[src/rtl/tlcd_pkg.sv]
// Shared definitions for the character-LCD blocks: command codes, font geometry
// and the state/phase encodings of the CGRAM font loader.
package tlcd_pkg;

    localparam logic [7:0] CMD_FUNCTION_SET = 8'h38;  // 8-bit bus, 2 lines, 5x8 font
    localparam logic [7:0] CMD_CGRAM_ADDR   = 8'h40;  // CGRAM address 0
    localparam logic [7:0] CMD_CLEAR        = 8'h01;
    localparam logic [7:0] CMD_ENTRY_MODE   = 8'h06;
    localparam logic [7:0] CMD_DISPLAY_ON   = 8'h0C;
    localparam logic [7:0] CMD_DDRAM_ADDR   = 8'h80;

    localparam int GLYPH_COUNT = 8;
    localparam int GLYPH_ROWS  = 8;
    localparam int FONT_BYTES  = GLYPH_COUNT * GLYPH_ROWS;

    typedef enum logic [2:0] {
        PWR_WAIT = 3'd0,
        FSET     = 3'd1,
        CGADDR   = 3'd2,
        DATA     = 3'd3,
        FINISH   = 3'd4
    } state_t;

    typedef enum logic [1:0] {
        PH_SETUP = 2'd0,
        PH_PULSE = 2'd1,
        PH_HOLD  = 2'd2,
        PH_GAP   = 2'd3
    } phase_t;

endpackage

[src/rtl/tlcd_font_rom.sv]
// Combinational 8-glyph 5x8 font: address {glyph, row}, 5-bit row bitmap out.
module tlcd_font_rom
    import tlcd_pkg::*;
(
    input  logic [5:0] addr,
    output logic [4:0] row
);

    // rows listed top (row 0) to bottom (row 7)
    logic [0:7][4:0] glyph;

    always_comb begin
        glyph = '0;
        case (addr[5:3])
            3'd0: glyph = {5'h1F, 5'h1F, 5'h1F, 5'h1F, 5'h1F, 5'h1F, 5'h1F, 5'h1F};
            3'd1: glyph = {5'h00, 5'h0A, 5'h1F, 5'h1F, 5'h0E, 5'h04, 5'h00, 5'h00};
            3'd2: glyph = {5'h00, 5'h0A, 5'h0A, 5'h00, 5'h11, 5'h0E, 5'h00, 5'h00};
            3'd3: glyph = {5'h04, 5'h0E, 5'h0E, 5'h0E, 5'h1F, 5'h00, 5'h04, 5'h00};
            3'd4: glyph = {5'h04, 5'h0E, 5'h15, 5'h04, 5'h04, 5'h04, 5'h04, 5'h00};
            3'd5: glyph = {5'h15, 5'h0A, 5'h15, 5'h0A, 5'h15, 5'h0A, 5'h15, 5'h0A};
            3'd6: glyph = {5'h06, 5'h09, 5'h09, 5'h06, 5'h00, 5'h00, 5'h00, 5'h00};
            3'd7: glyph = {5'h1F, 5'h11, 5'h11, 5'h11, 5'h11, 5'h11, 5'h11, 5'h15};
            default: glyph = '0;
        endcase
        row = glyph[addr[2:0]];
    end

endmodule

[src/rtl/tlcd_font_loader.sv]
// Loads the 8 custom glyphs into LCD CGRAM after power-on: function set,
// CGRAM address, then 64 row bytes, each write timed as SETUP/PULSE/HOLD/GAP.
module tlcd_font_loader
    import tlcd_pkg::*;
#(
    parameter int POWERON_CYC = 750000,
    parameter int SETUP_CYC   = 2,
    parameter int PULSE_CYC   = 12,
    parameter int HOLD_CYC    = 2,
    parameter int GAP_CYC     = 2500
) (
    input  logic       CLK,
    input  logic       RESETN,
    output logic       TLCD_E,
    output logic       TLCD_RS,
    output logic       TLCD_RW,
    output logic [7:0] TLCD_DATA,
    output logic       DONE,
    output state_t     dbg_state
);

    localparam int MAX_A   = (POWERON_CYC > GAP_CYC) ? POWERON_CYC : GAP_CYC;
    localparam int MAX_B   = (SETUP_CYC > PULSE_CYC) ? SETUP_CYC : PULSE_CYC;
    localparam int MAX_C   = (MAX_B > HOLD_CYC) ? MAX_B : HOLD_CYC;
    localparam int CNT_MAX = (MAX_A > MAX_C) ? MAX_A : MAX_C;
    localparam int CNT_W   = (CNT_MAX > 1) ? $clog2(CNT_MAX) : 1;

    state_t           state, next_state;
    phase_t           phase, next_phase;
    logic [CNT_W-1:0] cnt, next_cnt, phase_last;
    logic [5:0]       idx, next_idx;
    logic [4:0]       rom_row;
    logic             writing;

    tlcd_font_rom u_rom (
        .addr (idx),
        .row  (rom_row)
    );

    always_ff @(posedge CLK) begin
        if (RESETN) begin
            state <= PWR_WAIT;
            phase <= PH_SETUP;
            cnt   <= '0;
            idx   <= '0;
        end else begin
            state <= next_state;
            phase <= next_phase;
            cnt   <= next_cnt;
            idx   <= next_idx;
        end
    end

    always_comb begin
        phase_last = CNT_W'(SETUP_CYC - 1);
        case (phase)
            PH_SETUP: phase_last = CNT_W'(SETUP_CYC - 1);
            PH_PULSE: phase_last = CNT_W'(PULSE_CYC - 1);
            PH_HOLD:  phase_last = CNT_W'(HOLD_CYC - 1);
            PH_GAP:   phase_last = CNT_W'(GAP_CYC - 1);
            default:  phase_last = CNT_W'(SETUP_CYC - 1);
        endcase
    end

    always_comb begin
        next_state = state;
        next_phase = phase;
        next_cnt   = cnt + CNT_W'(1);
        next_idx   = idx;
        case (state)
            PWR_WAIT: begin
                if (cnt == CNT_W'(POWERON_CYC - 1)) begin
                    next_state = FSET;
                    next_phase = PH_SETUP;
                    next_cnt   = '0;
                end
            end
            FSET, CGADDR, DATA: begin
                if (cnt == phase_last) begin
                    next_cnt = '0;
                    case (phase)
                        PH_SETUP: next_phase = PH_PULSE;
                        PH_PULSE: next_phase = PH_HOLD;
                        PH_HOLD:  next_phase = PH_GAP;
                        default: begin
                            // end of GAP: the write is complete
                            next_phase = PH_SETUP;
                            if (state == FSET) begin
                                next_state = CGADDR;
                            end else if (state == CGADDR) begin
                                next_state = DATA;
                            end else if (idx == 6'd63) begin
                                next_state = FINISH;
                            end else begin
                                next_idx = idx + 6'd1;
                            end
                        end
                    endcase
                end
            end
            FINISH: next_cnt = cnt;
            default: next_state = PWR_WAIT;
        endcase
    end

    // bus values are held for the whole write, GAP included
    always_comb begin
        writing   = (state == FSET) || (state == CGADDR) || (state == DATA);
        TLCD_E    = writing && (phase == PH_PULSE);
        TLCD_RS   = (state == DATA);
        TLCD_RW   = 1'b0;
        DONE      = (state == FINISH);
        dbg_state = state;
        TLCD_DATA = 8'h00;
        case (state)
            FSET:    TLCD_DATA = CMD_FUNCTION_SET;
            CGADDR:  TLCD_DATA = CMD_CGRAM_ADDR;
            DATA:    TLCD_DATA = {3'b000, rom_row};
            default: TLCD_DATA = 8'h00;
        endcase
    end

endmodule

[config.mk]
export PLATFORM = sky130hd
export DESIGN_NAME = tlcd_font_loader
export DESIGN_NICKNAME = d
export VERILOG_FILES = /design/src/rtl/tlcd_pkg.sv /design/src/rtl/tlcd_font_rom.sv /design/src/rtl/tlcd_font_loader.sv
export SDC_FILE = /design/constraint.sdc
export NUM_CORES = 1
export LEC_CHECK = 0
export CELL_PAD_IN_SITES_DETAIL_PLACEMENT = 1
export CELL_PAD_IN_SITES_GLOBAL_PLACEMENT = 1
export CORE_ASPECT_RATIO = 0.7
export CORE_MARGIN = 2
export CORE_UTILIZATION = 51
export CTS_BUF_LIST = sky130_fd_sc_hd__clkbuf_8
export CTS_CLUSTER_DIAMETER = 80
export DETAILED_ROUTE_END_ITERATION = 7
export GPL_ROUTABILITY_DRIVEN = 0
export MAX_ROUTING_LAYER = met4
export PLACE_DENSITY = 0.9
export SYNTH_ARGS = -nofsm -noshare
export SYNTH_HDL_FRONTEND = slang
export SYNTH_SLANG_ARGS = --single-unit
export TNS_END_PERCENT = 50
[constraint.sdc]
create_clock -name CLK -period 4.7 [get_ports CLK]
set_input_delay 0.94 -clock CLK [delete_from_list [all_inputs] [get_ports CLK]]
set_output_delay 0.94 -clock CLK [all_outputs]
set_load 0.02 [all_outputs]
Word-level counts from Yosys, hierarchy flattened. Memories as Yosys holds them, arrays and structs flattened. A register that Yosys moved wholly into a read port is not among the register bits. Cells that the tools add are included.

Order comparisons: 1. Mux-type cells: 21. Bitwise logic cells: 6. Equality and inequality tests: 14. $add $sub $neg: 2. Reductions and logical operators: 12.

Operator list (number): $pmux 20 s3 (2); $mux 20 (2); $mux 3 (8); $pmux 7 s3 (1); $add 20x1->20 const B (1); $eq 20x20->1 (1); $eq 20x20->1 const B (1); $bmux 5 s3 (1); $mux 5 (2); $pmux 3 s3 (1); $add 6x1->6 const B (1); $eq 3x2->1 const B (2); $eq 6x6->1 const B (1); $ne 2x2->1 const B (3); $pmux 2 s3 (1); $reduce_and 6->1 (1); $reduce_or 3->1 (2); $not 1->1 (5); $reduce_and 5->1 (1); $eq 2x2->1 const B (2); $ge 4x4->1 const B (1); $mux 2 (2); $ne 4x4->1 const B (1); $not 3->4 (1); other kinds (11) (12).

Memories: 1. Word-level logic and storage cells: 61. Bits in registers: 31. Memory bits (read-only): 320.

Memory list: (name not given) (depth 8, width 40, read ports 1, clocked after memory_dff 1, write ports 0, RTL line tlcd_font_rom.sv:14) `case (addr[5:3])`.

Depth between registers and ports, before layout.
Depth after elaboration: 7. Mapped depth: 11. Mapped depth without buffers: 11.

By module. From an unflattened synthesis, not the netlist that was laid out.

Cell total of the unflattened synthesis: 285. Area total of the unflattened synthesis: 2309.7 um2.

By module, submodules not included: tlcd_font_loader (area each 1821.7 um2, times used 1, cells each 213); tlcd_font_rom (area each 488.0 um2, times used 1, cells each 72).

Least setup slack after synthesis. No wires, ideal clock.

Kind: flip-flop to flip-flop. Start point: reg state[0], in the netlist dbg_state[0]. End point: reg u_rom.glyph[21] (netlist name). Library setup time: 124 ps. Setup slack: 1737 ps. Stages on the path, launching flop included: 10. Data required time: 4576 ps. Arrival time: 2840 ps. Path through: dfxtp_1 clkbuf_1 nand3b_1 inv_1 nand4_1 or4_1 a21oi_2 ha_1 a211oi_1 a21oi_1.

Longest elaborated chain between the ends: 5. Elaborated cells between the ends (all ways): 9. Classes of those cells: 3 x eq/ne; 2 x mux; 2 x bitwise; 2 x reduce/logical.

RTL lines: start: declaration (RTL line tlcd_font_loader.sv:28) `state_t state, next_state;`; start signal: assignment (RTL line tlcd_font_loader.sv:47) `state <= next_state;`; $eq 3x2->1; named net TLCD_RS (RTL line tlcd_font_loader.sv:15) `output logic TLCD_RS,`; $reduce_or 3->1 (RTL line tlcd_font_loader.sv:70) `case (state)`; $reduce_and 6->1 (no source line); $mux 3 (no source line) (2 in a row).

The timed path passes the listed nets, and every way through them passes these cells. A chain may end at the register's enable or synchronous reset.

Worst setup path in the final report.
Start point: reg idx[0]. End point: out TLCD_DATA[3].

Longest elaborated chain between the ends: 5.

RTL lines: start: declaration (RTL line tlcd_font_loader.sv:31) `logic [5:0] idx, next_idx;`; start signal: assignment (RTL line tlcd_font_loader.sv:50) `idx <= next_idx;`; $not 3->4 (not written as such) (RTL line tlcd_font_rom.sv:25) `row = glyph[addr[2:0]];`; $bmux 5 s3 (RTL line tlcd_font_rom.sv:25); $mux 5 (not written as such) (2 in a row) (RTL line tlcd_font_rom.sv:25); $pmux 7 s3 (RTL line tlcd_font_loader.sv:115) `case (state)`; end: declaration (RTL line tlcd_font_loader.sv:17) `output logic [7:0] TLCD_DATA,`.

No other way between the ends. The select of a mux whose other input is x is not followed.

==> impl_results.md <==
- Minimum clock period: 3.48 ns
- Final setup violation count: 0
- Final nets: 311
- Status: completed
- Routing usage on met2: 41.6%
- CTS Buffer Depth: 2
- Htree depth: 2
- Initial core utilization: 52.1%
- CTS sink count: 54
- Via density: 5.89
- Syn-to-layout area delta: 9.24%
- Startpoint types: flop
- Via count: 2172
- Post-synth EDFFs: 0
- Share of layout cells above drive strength 1: 8.42%
- Row count: 22
- Number of global-route vias before repair: 2259
- Most frequent cells in the layout: 54 x dfxtp_1, 35 x nor2_1, 27 x nand2_1
- Worst-Skew Late Latency: 0.31 ns
- Diode count: 0
- YS warnings: 0
- Tcrit/Tclk final: 74.0%
- Die H: 64.7 um
- Most crowded layer after global routing: met2
- Width of the die: 90.6 um
- Most common cell after layout, fill and taps aside: dfxtp_1
- Sequential Power Share: 61.9%
- Sequential fraction of the synthesis area: 40.3%
- Psw: 0.176 mW
- CORE AREA: 5150 sq um
- Fillers: 607
- Slew headroom: 37.0%
- Max-slew violation count: 0
- Clock power share: 34.9%
- Arr. time, crit path: 2.54 ns
- GR Util met1: 35.8%
- CTS buffer count: 5
- RSZ-0062 raised after global routing: false
- Worst vdd ir: 0.111 mV
- Post-route ant nets: 0
- Pwr per Cell Area: 255 nW/um^2
- Max frequency: 0.288 GHz
- Ys async rst share: 0%
- Hold buffer count at cts: 0
- Switch share: 23.6%
- Drt total wl: 7120 um
- Grt ovf: 0
- Worst slew pin tran: 0.943 ns
- Initial antenna violation count: 0
- First-pass GRT wire length: 11800 um
- I/O pin cnt: 17
- Root buffer cell: clkbuf_8
- DR iter-0 viols: 125
- Hold Path Class: flop to flop
- DP HPWL: 5150 um
- TritonCTS clock tree: yes
- Internal cell power: 0.571 mW
- Crit-path max FO: 13
- Largest net degree at the start of global routing: 21
- Die ar.: 5860 sq um
- Cell Area, Synth: 2680 sq um
- Post-CTS resize count: 0
- Synth Register Bits: 54
- Count of different cell masters after synthesis: 47
- Post-CTS setup buffers: 0
- Main synth FF type: dfxtp_1
- Drt wl/cell: 19.3 um
- CP endpoint kind: output pin
- Post-Layout Inst Area: 2930 sq um
- TritonRoute pass-1 iters: 4
- Total Power: 0.747 mW
- Leak: 1.08 nW
- CP Data Required Time: 3.76 ns
- Max_cap viols: 0
- PortBufs: 14
- Drt drc: 0
- Post-Synthesis Cells: 287
- Combinational Power Share: 3.2%
- Final Hold Viols: 0
- Met3 Usage GRT: 5.00%
- Worst clock skew: 0.0165 ns
- Total GRT Usage: 26.4%
- Placed instance area: 2840 sq um
- Reg clk slew, reported paths: 0.10 ns
- Fin Setup TNS: 0 ns
- FF/Latch Area: 1080 sq um
- Syn_area_per_cell: 9.34 sq um
- Area taken by multi-input logic gates: 1480 sq um
- Crit Path Category: flop to output pin
[critical path, stage by stage (launching register included)]
cell             delay, ns
dfxtp_1               0.81
mux4_2                0.61
nand2_1               0.12
a31oi_1               0.11
clkdlybuf4s50_1       0.58
[worst paths after layout]
path | startpoint | endpoint | slack [ns] | cells past startpoint
max | idx[0]$_SDFFE_PP0N_ | TLCD_DATA[3] | 1.22 | 4
min | idx[5]$_SDFFE_PP0N_ | u_rom.glyph[33]$_SDFF_PN1_ | 0.51 | 1
min reg2reg | idx[5]$_SDFFE_PP0N_ | u_rom.glyph[33]$_SDFF_PN1_ | 0.51 | 1
max reg2reg | phase[1]$_SDFFE_PP0P_ | u_rom.glyph[21]$_DFF_P_ | 1.23 | 10
[layer usage]
metal  wire length [um]  vias to the layer above
met5                  0                        -
met4                 48                        0
met3                383                        6
met2               3290                       55
met1               3400                     1082
li1                   -                     1029
[layout make-up]
class	count	area share [%]
multi-input combinational	207	50.4
sequential	54	36.9
timing repair buffer	14	4.79
tap	72	3.08
clock buffer	5	2.35
inverter	14	1.88
clock inverter	3	0.598
[metrics by stage]
stage | setup WS (ns) | cells | util [%] | hold slack (ns)
final | 1.22 | 369 | 56.9 | 0.512
after global routing | 0.991 | 369 | 56.9 | 0.525
after CTS | 1.22 | 369 | 56.9 | 0.502
after detailed placement | 1.23 | 361 | 55.2 | 0.478
after global placement | 1.49 | 361 | 55.2 | 0.464
after floorplan | 1.74 | 288 | - | 0.419
[power by group through the flow]
stage | sequential [mW] | clock [mW] | combinational (mW)
after global routing | 0.463 | 0.282 | 0.0258
after floorplan | 0.472 | 0 | 0.0191
after detailed placement | 0.473 | 0 | 0.0232
after global placement | 0.473 | 0 | 0.0221
final | 0.463 | 0.261 | 0.0236
after CTS | 0.463 | 0.262 | 0.0236
[Yosys cell counts, drive strengths merged, types with 2 or more instances]
cell,count,area (sq um)
a31oi,3,18.8
nor2,35,131
nand2b,4,25.0
or4,8,63.8
ha,13,163
nor3,4,20.0
nand3,10,50.1
o22ai,2,12.5
xor2,15,131
mux2i,13,130
nand3b,2,15.0
xnor2,7,61.3
inv,14,55.1
and4,2,17.5
dfxtp,54,1080
nor3b,2,15.0
nand2,27,101
and3,4,25.0
o31ai,3,22.5
mux4,7,158
nand4,10,68.8
a21oi,13,83.8
a211oi,2,15.0
buf,6,46.3
nor4,2,12.5
a22oi,3,22.5
o21ai,5,25.0
clkbuf,7,26.3
[cell families (layout without fill, tap and decap cells)]
group / after synthesis / in the layout / synth area share, %
simple gates: 113 / 113 / 21.1
fa+ha+maj: 13 / 13 / 6.07
buf+inv: 27 / 36 / 4.76
compound gates: 36 / 36 / 9.20
xor+xnor: 22 / 22 / 7.19
other cells: 1 / 2 / 0.140
flops: 54 / 54 / 40.3
mux: 21 / 21 / 11.2
[sequential cells by signal, summed over array words and instances (netlist names)]
signal and cells:
u_rom.glyph 23, idx 6, cnt 20, dbg_state 3, phase 2
(Power assumes the default switching activity.)
==> patch (config.mk and constraints unchanged) <==
Change the parameter `HOLD_CYC` from 2 to 4.
--- a/src/rtl/tlcd_font_loader.sv
+++ b/src/rtl/tlcd_font_loader.sv
@@ -8,3 +8,3 @@
     parameter int PULSE_CYC   = 12,
-    parameter int HOLD_CYC    = 2,
+    parameter int HOLD_CYC    = 4,
     parameter int GAP_CYC     = 2500
Behaviour: same outputs for any inputs over 10 cycles, from zero or initial values and one cycle with RESETN high; that may be too few to reach the edited logic, so the function may still have changed.
==> patch against the original RTL <==
  * Final area grew 4.1%
  * Wire length fell by 1.4%
  * Worst setup slack better by 0.10 ns
  * Synthesized area grew 2.1%
  * Power grew 16%
  * Non-clock buffer count increased by 1
  * Sequential share of layout area is 1.4 points lower
  * Die area is 2.0% higher
  * Combinational power shrank 8.9%
  * Sequential cell count unchanged
  * Largest cell class unchanged
  * Largest power group unchanged
==> patch: results (changes against the original RTL) <==
* Fillcell total at 579 (-4.6%)
* Net Sw Power at 0.000170 W (-3.5%)
* Crit Reg-Reg Endpoint: u_rom.glyph[36]
* Root Buffer: clkbuf_8
* Slowest stage delay, CP at 0.75 ns (-0.06 ns)
* Placed insts at 368 (+1.9%)
* Initial antenna violation count at 0 (unchanged)
* Slew HR at 56.8% (+20 points)
* Ys async rst share at 0% (unchanged)
* Iter 0 DRT Violations at 166 (+33%)
* First-pass GRT wire length at 11700 um (-0.47%)
* Cell leakage power at 1.08 nW (+0.34%)
* Reg2Reg Launch Point: phase[0]
* Post-cts sizing count at 0 (unchanged)
* Largest net degree at the start of global routing at 23 (+9.5%)
* Worst Hold Slack at 0.543 ns (+0.0307 ns)
* Min-delay src: cnt[0]
* Ant diodes at 0 (unchanged)
* CTS Buf Count at 5 (unchanged)
* Hold EP: cnt[0]
* DP Wirelength at 5120 um (-0.57%)
* Crit path to: TLCD_DATA[3]
* P_comb at 0.0000215 W (-8.9%)
* Layout net count at 319 (+2.6%)
* Top cells by count, synth: dfxtp_1 (54), nor2_1 (42), nand2_1 (20)
* Fraction of layout cells with a size suffix above 1 at 9.87% (+1.5 points)
* Status: completed
* Worst hold-check path type: flip-flop to flip-flop
* Clock latency on the worst-skew pair at 0.31 ns (about the same)
* CP Capture Type: primary output
* Routed wire length at 7020 um (-1.4%)
* VDD IR-drop max at 0.000264 V (+140%)
* Hold Path Depth at 2 (+1)
* Max FFs per register at 23 (unchanged)
* Clock Skew at 0.00800 ns (-0.00849 ns)
* Pre-antenna DRT Iters at 4 (unchanged)
* Post-synth cell types at 50 (+6.4%)
* Via count at 2181 (+0.41%)
* Place WS at 1.45 ns (+0.216 ns)
* H-tree depth at 2 (unchanged)
* Register area share after synthesis at 39.5% (-0.85 points)
* Post-Syn Instances at 296 (+3.1%)
* Slowest-stage cell, CP: dfxtp_1
* Critical Path AT at 2.43 ns (-0.11 ns)
* R2R cell count at 11 (+1)
* Synth area leaders: dfxtp_1 (39%), ha_1 (6.4%), mux4_2 (5.8%)
* Non-Filler Instances at 376 (+1.9%)
* Clk slew on worst S/H paths at 0.10 ns (about the same)
* Placed instance area at 0.00290 mm^2 (+2.2%)
* Total GRT Usage at 26.3% (-0.085 points)
* Pint at 0.000694 W (+22%)
-- patch: cell families after synthesis --
family | after synthesis | synth area share (%)
compound gates | 31 | 6.76
other cells | 1 | 0.137
flops | 54 | 39.5
fa+ha+maj | 14 | 6.40
buf+inv | 28 | 4.39
xor+xnor | 24 | 7.95
mux | 19 | 10.3
simple gates | 125 | 24.6
-- patch: final cells by class --
cell class / count / area, um^2 / area share, %
repair buffers: 15 / 148 / 4.85
multi-input cells: 215 / 1540 / 50.6
clock buffers: 6 / 82.6 / 2.71
inverters: 12 / 45.0 / 1.48
flip-flops and latches: 54 / 1080 / 35.5
clock inverters: 2 / 60.1 / 1.97
well taps: 72 / 90.1 / 2.96
-- patch: routing by layer --
layer / up-vias / GRT usage (%) / wire [um]
met4: 0 / 6.82 / 55
met5: - / - / 0
li1: 1026 / - / -
met1: 1099 / 37.6 / 3560
met3: 6 / 4.13 / 308
met2: 50 / 39.2 / 3100
